[src/rtl/hazard_unit_scoreboard.sv]
// RV32I hazard/forwarding controller: load-use stall FSM with configurable latency,
// single-entry MUL/DIV scoreboard, EX operand forwarding and saturating perf counters.
module hazard_unit_scoreboard #(
   parameter int LOAD_LAT = 1,
   parameter int PERF_W   = 16
) (
   input  logic              i_clk,
   input  logic              i_rst_n,
   input  logic [4:0]        ID_rs1_addr,
   input  logic [4:0]        ID_rs2_addr,
   input  logic [4:0]        ID_rd_addr,
   input  logic              ID_rd_wren,
   input  logic              ID_is_mdu,
   input  logic [4:0]        EX_rs1_addr,
   input  logic [4:0]        EX_rs2_addr,
   input  logic [4:0]        EX_rd_addr,
   input  logic              EX_rd_wren,
   input  logic              EX_is_load,
   input  logic              EX_br_sel,
   input  logic              EX_mdu_start,
   input  logic              mdu_done,
   input  logic [4:0]        MEM_rd_addr,
   input  logic [4:0]        WB_rd_addr,
   input  logic              MEM_rd_wren,
   input  logic              WB_rd_wren,
   output logic              stall_IF,
   output logic              stall_ID,
   output logic              flush_ID,
   output logic              flush_EX,
   output logic [1:0]        forward_rs1_sel,
   output logic [1:0]        forward_rs2_sel,
   output logic              mdu_busy,
   output logic [PERF_W-1:0] perf_stall_cnt,
   output logic [PERF_W-1:0] perf_flush_cnt
);

   typedef enum logic {LD_IDLE, LD_STALL} ld_state_t;

   localparam logic [PERF_W-1:0] CNT_ONE = PERF_W'(1);
   localparam logic [PERF_W-1:0] CNT_MAX = {PERF_W{1'b1}};

   ld_state_t         r_state, w_next_state;
   logic [2:0]        r_ld_cnt, w_ld_cnt_nxt;
   logic              r_mdu_busy;
   logic [4:0]        r_mdu_rd;
   logic [PERF_W-1:0] r_stall_cnt, r_flush_cnt;

   logic w_ld_hit, w_mdu_hz, w_hz;
   logic w_rs1_nz, w_rs2_nz;
   logic w_raw_busy, w_raw_start;

   // MEM beats WB; x0 is never forwarded.
   function automatic logic [1:0] fwd_sel(input logic [4:0] rs,
                                          input logic [4:0] mem_rd, input logic mem_we,
                                          input logic [4:0] wb_rd,  input logic wb_we);
      if (rs == 5'd0)                  return 2'b00;
      else if (mem_we && mem_rd == rs) return 2'b01;
      else if (wb_we && wb_rd == rs)   return 2'b10;
      else                             return 2'b00;
   endfunction

   assign forward_rs1_sel = fwd_sel(EX_rs1_addr, MEM_rd_addr, MEM_rd_wren, WB_rd_addr, WB_rd_wren);
   assign forward_rs2_sel = fwd_sel(EX_rs2_addr, MEM_rd_addr, MEM_rd_wren, WB_rd_addr, WB_rd_wren);

   assign w_rs1_nz = (ID_rs1_addr != 5'd0);
   assign w_rs2_nz = (ID_rs2_addr != 5'd0);

   assign w_ld_hit = EX_is_load && EX_rd_wren && (EX_rd_addr != 5'd0) &&
                     ((EX_rd_addr == ID_rs1_addr) || (EX_rd_addr == ID_rs2_addr));

   assign w_raw_busy  = (w_rs1_nz && ID_rs1_addr == r_mdu_rd) ||
                        (w_rs2_nz && ID_rs2_addr == r_mdu_rd);
   // A freshly launched MDU result cannot be forwarded, so a consumer right behind it waits.
   assign w_raw_start = (w_rs1_nz && ID_rs1_addr == EX_rd_addr) ||
                        (w_rs2_nz && ID_rs2_addr == EX_rd_addr);

   assign w_mdu_hz = (r_mdu_busy && (w_raw_busy || (ID_rd_wren && ID_rd_addr == r_mdu_rd) || ID_is_mdu)) ||
                     (EX_mdu_start && w_raw_start);

   assign w_hz = (r_state == LD_STALL) || w_ld_hit || w_mdu_hz;

   assign stall_IF = w_hz && !EX_br_sel;
   assign stall_ID = w_hz && !EX_br_sel;
   assign flush_ID = EX_br_sel;
   assign flush_EX = EX_br_sel || w_hz;

   assign mdu_busy       = r_mdu_busy;
   assign perf_stall_cnt = r_stall_cnt;
   assign perf_flush_cnt = r_flush_cnt;

   always_comb begin
      w_next_state = r_state;
      w_ld_cnt_nxt = r_ld_cnt;
      case (r_state)
         LD_IDLE: begin
            if (w_ld_hit && !EX_br_sel && (LOAD_LAT > 1)) begin
               w_next_state = LD_STALL;
               w_ld_cnt_nxt = 3'(LOAD_LAT - 1);
            end
         end
         LD_STALL: begin
            if (EX_br_sel) begin
               w_next_state = LD_IDLE;
               w_ld_cnt_nxt = 3'd0;
            end else begin
               w_ld_cnt_nxt = r_ld_cnt - 3'd1;
               if (r_ld_cnt == 3'd1) w_next_state = LD_IDLE;
            end
         end
         default: begin
            w_next_state = LD_IDLE;
            w_ld_cnt_nxt = 3'd0;
         end
      endcase
   end

   always_ff @(posedge i_clk or negedge i_rst_n) begin
      if (!i_rst_n) begin
         r_state  <= LD_IDLE;
         r_ld_cnt <= 3'd0;
      end else begin
         r_state  <= w_next_state;
         r_ld_cnt <= w_ld_cnt_nxt;
      end
   end

   // A start in the same cycle as done wins: the entry is simply reloaded.
   always_ff @(posedge i_clk or negedge i_rst_n) begin
      if (!i_rst_n) begin
         r_mdu_busy <= 1'b0;
         r_mdu_rd   <= 5'd0;
      end else if (EX_mdu_start && EX_rd_addr != 5'd0) begin
         r_mdu_busy <= 1'b1;
         r_mdu_rd   <= EX_rd_addr;
      end else if (mdu_done) begin
         r_mdu_busy <= 1'b0;
      end
   end

   always_ff @(posedge i_clk or negedge i_rst_n) begin
      if (!i_rst_n) begin
         r_stall_cnt <= '0;
         r_flush_cnt <= '0;
      end else begin
         if (stall_ID && r_stall_cnt != CNT_MAX) r_stall_cnt <= r_stall_cnt + CNT_ONE;
         if (flush_ID && r_flush_cnt != CNT_MAX) r_flush_cnt <= r_flush_cnt + CNT_ONE;
      end
   end

endmodule

[config.mk]
export PLATFORM = sky130hd
export DESIGN_NAME = hazard_unit_scoreboard
export DESIGN_NICKNAME = d
export VERILOG_FILES = /design/src/rtl/hazard_unit_scoreboard.sv
export SDC_FILE = /design/constraint.sdc
export NUM_CORES = 1
export LEC_CHECK = 0
export ABC_AREA = 1
export CAP_MARGIN = 10
export CORE_ASPECT_RATIO = 1.4
export CORE_UTILIZATION = 51
export CTS_CLUSTER_DIAMETER = 200
export DETAILED_ROUTE_END_ITERATION = 7
export GPL_ROUTABILITY_DRIVEN = 0
export GPL_TIMING_DRIVEN = 0
export PLACE_DENSITY = 0.94
export SYNTH_ARGS = -nofsm -noshare
export SYNTH_HDL_FRONTEND = slang
export SYNTH_SLANG_ARGS = --single-unit
[constraint.sdc]
create_clock -name i_clk -period 4.2 [get_ports i_clk]
set_input_delay 0.84 -clock i_clk [delete_from_list [all_inputs] [get_ports i_clk]]
set_output_delay 0.84 -clock i_clk [all_outputs]
set_load 0.01 [all_outputs]
==> results of run 1 <==
how the worst min path moves through the flow:
| stage | start | endpoint | cells after the start |
|---|---|---|---|
| after global placement | perf_flush_cnt[14]$_DFFE_PN0P_ | perf_flush_cnt[14]$_DFFE_PN0P_ | 1 |
| after detailed placement | perf_flush_cnt[12]$_DFFE_PN0P_ | perf_flush_cnt[12]$_DFFE_PN0P_ | 1 |
| after floorplan | r_ld_cnt[2]$_DFFE_PN0P_ | r_state$_DFF_PN0_ | 2 |
| after CTS | i_rst_n | perf_stall_cnt[10]$_DFFE_PN0P_ | 1 |
| final | i_rst_n | perf_stall_cnt[11]$_DFFE_PN0P_ | 1 |
| after global routing | i_rst_n | perf_stall_cnt[11]$_DFFE_PN0P_ | 1 |
worst max-delay path: stages:
cell and delay (ns):
clkdlybuf4s50_1 0.57, inv_2 0.05, nand2_1 0.06, nand2_1 0.05
nor2_1 0.16, nand4_1 0.10, nand2_1 0.08, nand2_1 0.10
a31oi_1 0.26, buf_4 0.16, clkdlybuf4s50_1 0.53
layer usage:
metal	global-route usage [%]	part of all wire (%)	up-vias
li1	-	-	1572
met1	30.0	38	1466
met2	49.4	55	119
met3	2.68	3.5	25
met4	12.9	3.3	0
met5	0	0	-
cell type report:
class	instances	area [sq um]	share of cell area (%)
Multi-Input combinational cell	317	1700	40.7
Sequential cell	42	1050	25.2
Timing Repair Buffer	92	926	22.2
Inverter	56	210	5.04
Tap cell	68	85.1	2.04
Clock buffer	5	68.8	1.65
Clock inverter	3	68.8	1.65
Buffer	8	62.6	1.50
per-stage QoR:
stage          cells  power, mW  cell area (sq um)  hold WS [ns]
2_1_floorplan    423      0.758               3020         0.507
3_3_place_gp     582      0.980               4020         0.496
3_5_place_dp     583       1.00               4030         0.505
4_1_cts          591       1.40               4170         0.369
5_1_grt          591       1.47               4170         0.371
6_report         591       1.40               4170         0.366
flip-flops by register name, indices dropped and copies added (netlist names):
register	flops
perf_flush_cnt	16
perf_stall_cnt	16
r_mdu_rd	5
r_ld_cnt	3
mdu_busy	1
r_state	1
power breakdown:
part / total (mW) / leakage (nW) / switching (mW) / internal [mW]
logic: 0.457 / 1.41 / 0.214 / 0.242
clock network: 0.391 / 0.0683 / 0.153 / 0.238
registers: 0.555 / 0.525 / 0.0899 / 0.465
total: 1.40 / 2.01 / 0.457 / 0.946
logic make-up after synthesis:
kind of cell	count (synthesis)	share of synthesized area, %
and+or+nand+nor	248	37.8
muxes	1	0.373
DFF	42	34.8
xor gates and xnor gates	41	11.9
adders and majority gates	4	1.66
AOI/OAI and AO/OA	23	4.43
buffers and inverters	64	9.03
layout by cell type, fill, tap and decap left out, drive strengths merged:
cell type,count
nor4,6
bufinv,2
o211ai,1
clkdlybuf4s50,90
o21ai,13
o22ai,2
nand4,27
nor3,15
a21boi,1
inv,55
a31oi,1
nor2,37
nand3,26
nor3b,1
nand3b,1
nand2,134
a211oi,1
xor2,33
and3,1
clkinv,2
buf,9
o2111ai,1
dfrtp,42
xnor2,8
clkbuf,6
a21oi,3
mux2,1
ha,4
==> out/results.txt, run 1 <==
R2r setup slk - 2.28 ns
Chip width - 67.0 microns
Core ar. - 0.00561 sq mm
Via-per-instance ratio - 5.38
Worst-path clk slew - 0.08 ns
Mapped Cells - 423
Top cells by area, synth - dfrtp_1 35%, nand2_1 16%, xor2_1 9.6%, inv_1 5.7%, nand4_1 5.4%
DRC - 0
Final Core Density - 74.4%
Synth Cell Area - 0.00302 sq mm
CP arrival - 2.98 ns
GRT Residual Overflow - 0
Synth Net Count - 478
Post_cts resized - 0
Fin nets - 577
Total GRT Usage - 27.0%
Initial Utilization - 53.9%
Maximum fanout along the worst path - 5
Synth Warn # - 0
Hold crit path type - input pin to asynchronous set/reset pin
Min Tclk post-route - 3.82 ns
H-tree depth - 2
Port bufs - 91
CTS max path bufs - 2
Unique masters post-synth - 38
FILL cells - 419
HPWL Detailed - 5980 microns
Clock Latency Late Sink - 0.31 ns
Critical path origin - EX_rd_addr[1]
Post-CTS Setup Inserts - 0
Vias - 3182
Yosys reg bits - 42
Layout area overhead - 38.0%
Post-synth ARST share - 100%
DR WL/cell - 13.1 microns
Post-synth EDFFs - 0
Final setup fails - 0
Max frequency - 0.262 GHz
CTS Sinks - 42
Post-CTS Hold Buffers - 0
Drt first pass iters - 4
CP endpoint kind - output pin
CTS Buf Count - 5
Post-synth top cells - 131 x nand2_1, 46 x inv_1, 42 x dfrtp_1
Root Driver - clkbuf_8
LEAKAGE - 2.01 nW
Leading area contributor after synthesis - dfrtp_1
Setup_tns - 0 ns
Skew final - 0.00817 ns
Power density over the cells - 337 mW/mm^2
Max-cap viol count - 0
Outcome - finished clean
Synth top area share - 34.8%
RR Startpoint - perf_flush_cnt[0]$_DFFE_PN0P_
Worst r2r dst - perf_flush_cnt[11]$_DFFE_PN0P_
Tcrit/Tclk final - 90.8%
Vias in the first global route - 3151
Initial antenna violation count - 0
Share of layout cells above drive strength 1 - 7.46%
Worst slew pin tran - 0.482 ns
Iteration-0 DRC Markers - 234
Worst slack at placement - 0.370 ns
Fin. max-slew vios - 0
Max-slew headroom - 67.8%
Die Span Y - 93.0 microns
Largest net degree at the start of global routing - 37
Final hold violation count - 0
Post-synthesis sequential area ratio - 34.8%
Worst path required time - 3.36 ns
Most numerous cell in the Yosys netlist - nand2_1
Antenna cells - 0
Detailed Route WL - 7750 microns
CTS tree - done
Startpoint types - input pin
Reg2Reg Depth - 9
Setup ws final - 0.384 ns
Worst Path Class, Setup - input pin to output pin
Worst VDD drop - 0.000155 V
I/O Pins - 92
Top_reg_cell synth - dfrtp_1
Row count - 32
RSZ-0062 raised after global routing - false
First-pass GRT wire length - 13300 microns
DIE AREA - 0.00624 sq mm
Post-Syn Area per Cell - 7.14 sq um
Post-route antenna net violation count - 0
Setup crit end - stall_IF
No activity file was read; power rests on OpenSTA's default activity.
==> run 2, diff against run 1 <==
--- a/config.mk
+++ b/config.mk
@@ -11,7 +11,6 @@
 export CORE_UTILIZATION = 51
 export CTS_CLUSTER_DIAMETER = 200
 export DETAILED_ROUTE_END_ITERATION = 7
-export GPL_ROUTABILITY_DRIVEN = 0
 export GPL_TIMING_DRIVEN = 0
 export PLACE_DENSITY = 0.94
 export SYNTH_ARGS = -nofsm -noshare
==> run 2 against run 1 <==
Compared with the run above:
- cell area fell by 1.5%
- non-clock buffer count did not move
- sequential cell count did not move
- die area did not move
- critical path depth did not move
- maximum frequency fell by 1.0%
- total power fell by 11%
- first-iteration DRC count fell by 16%
- worst setup slack got worse by 0.039 ns
- critical endpoint unchanged
- clock-buffer cell count rose by 2
- routed wire length rose by 1.3%
==> out/results.txt, run 2 (synthesis gave the netlist of run 1 again) <==
Worst path required time - 3.36 ns (about the same)
Outcome - finished clean (unchanged)
Via-per-instance ratio - 5.37 (was 5.38)
GP Congestion - 0.924
Most frequent cells in the layout - 131 x nand2_1, 90 x clkdlybuf4s50_1, 46 x inv_1 (unchanged)
Drt first pass iters - 4 (unchanged)
Row count - 32 (unchanged)
Post-route antenna net violation count - 0 (unchanged)
Detailed Route WL - 7850 microns (was 7750 microns)
Post-CTS Setup Inserts - 0 (unchanged)
Worst Path Class, Setup - input pin to output pin (unchanged)
Worst-path clk slew - 0.08 ns (about the same)
Share of layout cells above drive strength 1 - 6.90% (was 7.46%)
Slowest CP cell - clkdlybuf4s50_1 (unchanged)
Die Span Y - 93.0 microns (unchanged)
HPWL Detailed - 6230 microns (was 5980 microns)
CP endpoint kind - output pin (unchanged)
Final Core Density - 73.3% (was 74.4%)
Max frequency - 0.259 GHz (was 0.262 GHz)
First-pass GRT wire length - 13200 microns (was 13300 microns)
Clock Latency Late Sink - 0.30 ns (was 0.31 ns)
Final hold violation count - 0 (unchanged)
H-tree depth - 2 (unchanged)
Hold crit path type - input pin to asynchronous set/reset pin (unchanged)
Power density over the cells - 305 mW/mm^2 (was 337 mW/mm^2)
Largest net degree at the start of global routing - 37 (unchanged)
Skew final - 0.00738 ns (was 0.00817 ns)
RR Startpoint - perf_flush_cnt[0]$_DFFE_PN0P_ (unchanged)
Most frequent cell on the critical path - nand2_1 (unchanged)
I/O Pins - 92 (unchanged)
Fin. max-slew vios - 0 (unchanged)
Max-slew headroom - 67.9% (was 67.8%)
R2r setup slk - 2.29 ns (was 2.28 ns)
CP arrival - 3.01 ns (was 2.98 ns)
Initial Utilization - 53.9% (unchanged)
Port bufs - 91 (unchanged)
GRT Residual Overflow - 0 (unchanged)
Antenna cells - 0 (unchanged)
DR WL/cell - 13.3 microns (was 13.1 microns)
Worst slew pin tran - 0.481 ns (was 0.482 ns)
CTS tree - done (unchanged)
Core ar. - 0.00561 sq mm (unchanged)
RSZ-0062 raised after global routing - false (unchanged)
CTS Sinks - 42 (unchanged)
Min Tclk post-route - 3.85 ns (was 3.82 ns)
Startpoint types - input pin (unchanged)
Maximum fanout along the worst path - 4 (was 5)
Tcrit/Tclk final - 91.8% (was 90.8%)
Vias - 3168 (was 3182)
Most common cell after layout, fill and taps aside - nand2_1 (unchanged)
Total GRT Usage - 26.8% (was 27.0%)
CTS max path bufs - 2 (unchanged)
Worst VDD drop - 0.000158 V (was 0.000155 V)
DRC - 0 (unchanged)
Post_cts resized - 0 (unchanged)
Initial antenna violation count - 0 (unchanged)
Reg2Reg Depth - 9 (unchanged)
DIE AREA - 0.00624 sq mm (unchanged)
Post-CTS Hold Buffers - 0 (unchanged)
Slowest stage delay, CP - 0.54 ns (was 0.57 ns)
Fin nets - 577 (unchanged)
CTS Buf Count - 5 (unchanged)
Root Driver - clkbuf_8 (unchanged)
Max-cap viol count - 0 (unchanged)
Vias in the first global route - 3010 (was 3151)
Iteration-0 DRC Markers - 196 (was 234)
Chip width - 67.0 microns (unchanged)
CP Cell Sequence - clkdlybuf4s50_1, inv_1, nand2_1, nand2_1, nor2_1, nand4_1, nand2_1, nand2_1, a31oi_1, buf_4, clkdlybuf4s50_1 (was clkdlybuf4s50_1, inv_2, nand2_1, nand2_1, nor2_1, nand4_1, nand2_1, nand2_1, a31oi_1, buf_4, clkdlybuf4s50_1)
Layout area overhead - 36.0% (was 38.0%)
Setup_tns - 0 ns (unchanged)
Worst r2r dst - perf_flush_cnt[11]$_DFFE_PN0P_ (unchanged)
LEAKAGE - 1.98 nW (was 2.01 nW)
Final setup fails - 0 (unchanged)
[run 2: changes by cell type in the layout (fill, tap and decap cells not counted)]
cell / change
bufinv_16: -2
clkbuf_1: +2
clkinv_4: -1
[run 2: report_power, final]
group          internal (mW)  switching (mW)  leakage [nW]
sequential             0.466          0.0873         0.525
clock                  0.115           0.135        0.0383
combinational          0.240           0.209          1.41
[run 2: worst max-delay path: cells and delay by family]
| family | cells | cell delay [ns] |
|---|---|---|
| buffers and inverters | 4 | 1.31 |
| and+or+nand+nor | 6 | 0.58 |
| AOI/OAI and AO/OA | 1 | 0.29 |
[run 2: stage by stage]
| stage | power [mW] | hold slack, ns | area, sq um | worst slack [ns] | instances |
|---|---|---|---|---|---|
| 2_1_floorplan | 0.758 | 0.507 | 3020 | 1.52 | 423 |
| 3_3_place_gp | 0.980 | 0.496 | 4020 | 0.423 | 582 |
| 3_5_place_dp | 1.01 | 0.508 | 4030 | 0.367 | 583 |
| 4_1_cts | 1.25 | 0.375 | 4110 | 0.353 | 590 |
| 5_1_grt | 1.33 | 0.380 | 4110 | 0.178 | 590 |
| 6_report | 1.25 | 0.371 | 4110 | 0.345 | 590 |
[run 2: worst max path at each step]
stage | from | endpoint | slack (ns)
6_report | ID_rs2_addr[0] | stall_IF | 0.35
2_1_floorplan | ID_rs2_addr[3] | stall_IF | 1.52
4_1_cts | EX_rd_addr[0] | stall_IF | 0.35
5_1_grt | EX_rd_addr[0] | stall_IF | 0.18
3_3_place_gp | EX_rd_addr[1] | stall_IF | 0.42
3_5_place_dp | EX_rd_addr[0] | stall_IF | 0.37
[run 2: layout make-up]
| class | instances | area [sq um] |
|---|---|---|
| Buffer | 8 | 62.6 |
| Clock buffer | 7 | 76.3 |
| Fill cell | 464 | 1500 |
| Inverter | 56 | 210 |
| Multi-Input combinational cell | 317 | 1700 |
| Sequential cell | 42 | 1050 |
| Tap cell | 68 | 85.1 |
| Timing Repair Buffer | 92 | 926 |
[run 2: layer usage]
metal | vias up | routed length (microns) | GRT usage [%]
li1 | 1563 | - | -
met1 | 1486 | 3020 | 30.0
met5 | - | 0 | 0
met3 | 18 | 270 | 3.41
met2 | 101 | 4380 | 49.4
met4 | 0 | 179 | 9.93
==> run 3, diff against run 2 <==
--- a/config.mk
+++ b/config.mk
@@ -9,10 +9,10 @@
 export CAP_MARGIN = 10
 export CORE_ASPECT_RATIO = 1.4
 export CORE_UTILIZATION = 51
-export CTS_CLUSTER_DIAMETER = 200
 export DETAILED_ROUTE_END_ITERATION = 7
 export GPL_TIMING_DRIVEN = 0
 export PLACE_DENSITY = 0.94
+export SETUP_SLACK_MARGIN = 0.05
 export SYNTH_ARGS = -nofsm -noshare
 export SYNTH_HDL_FRONTEND = slang
 export SYNTH_SLANG_ARGS = --single-unit
==> results of run 3 <==
The final DEF is identical to that of run 2; final timing and power are the same.
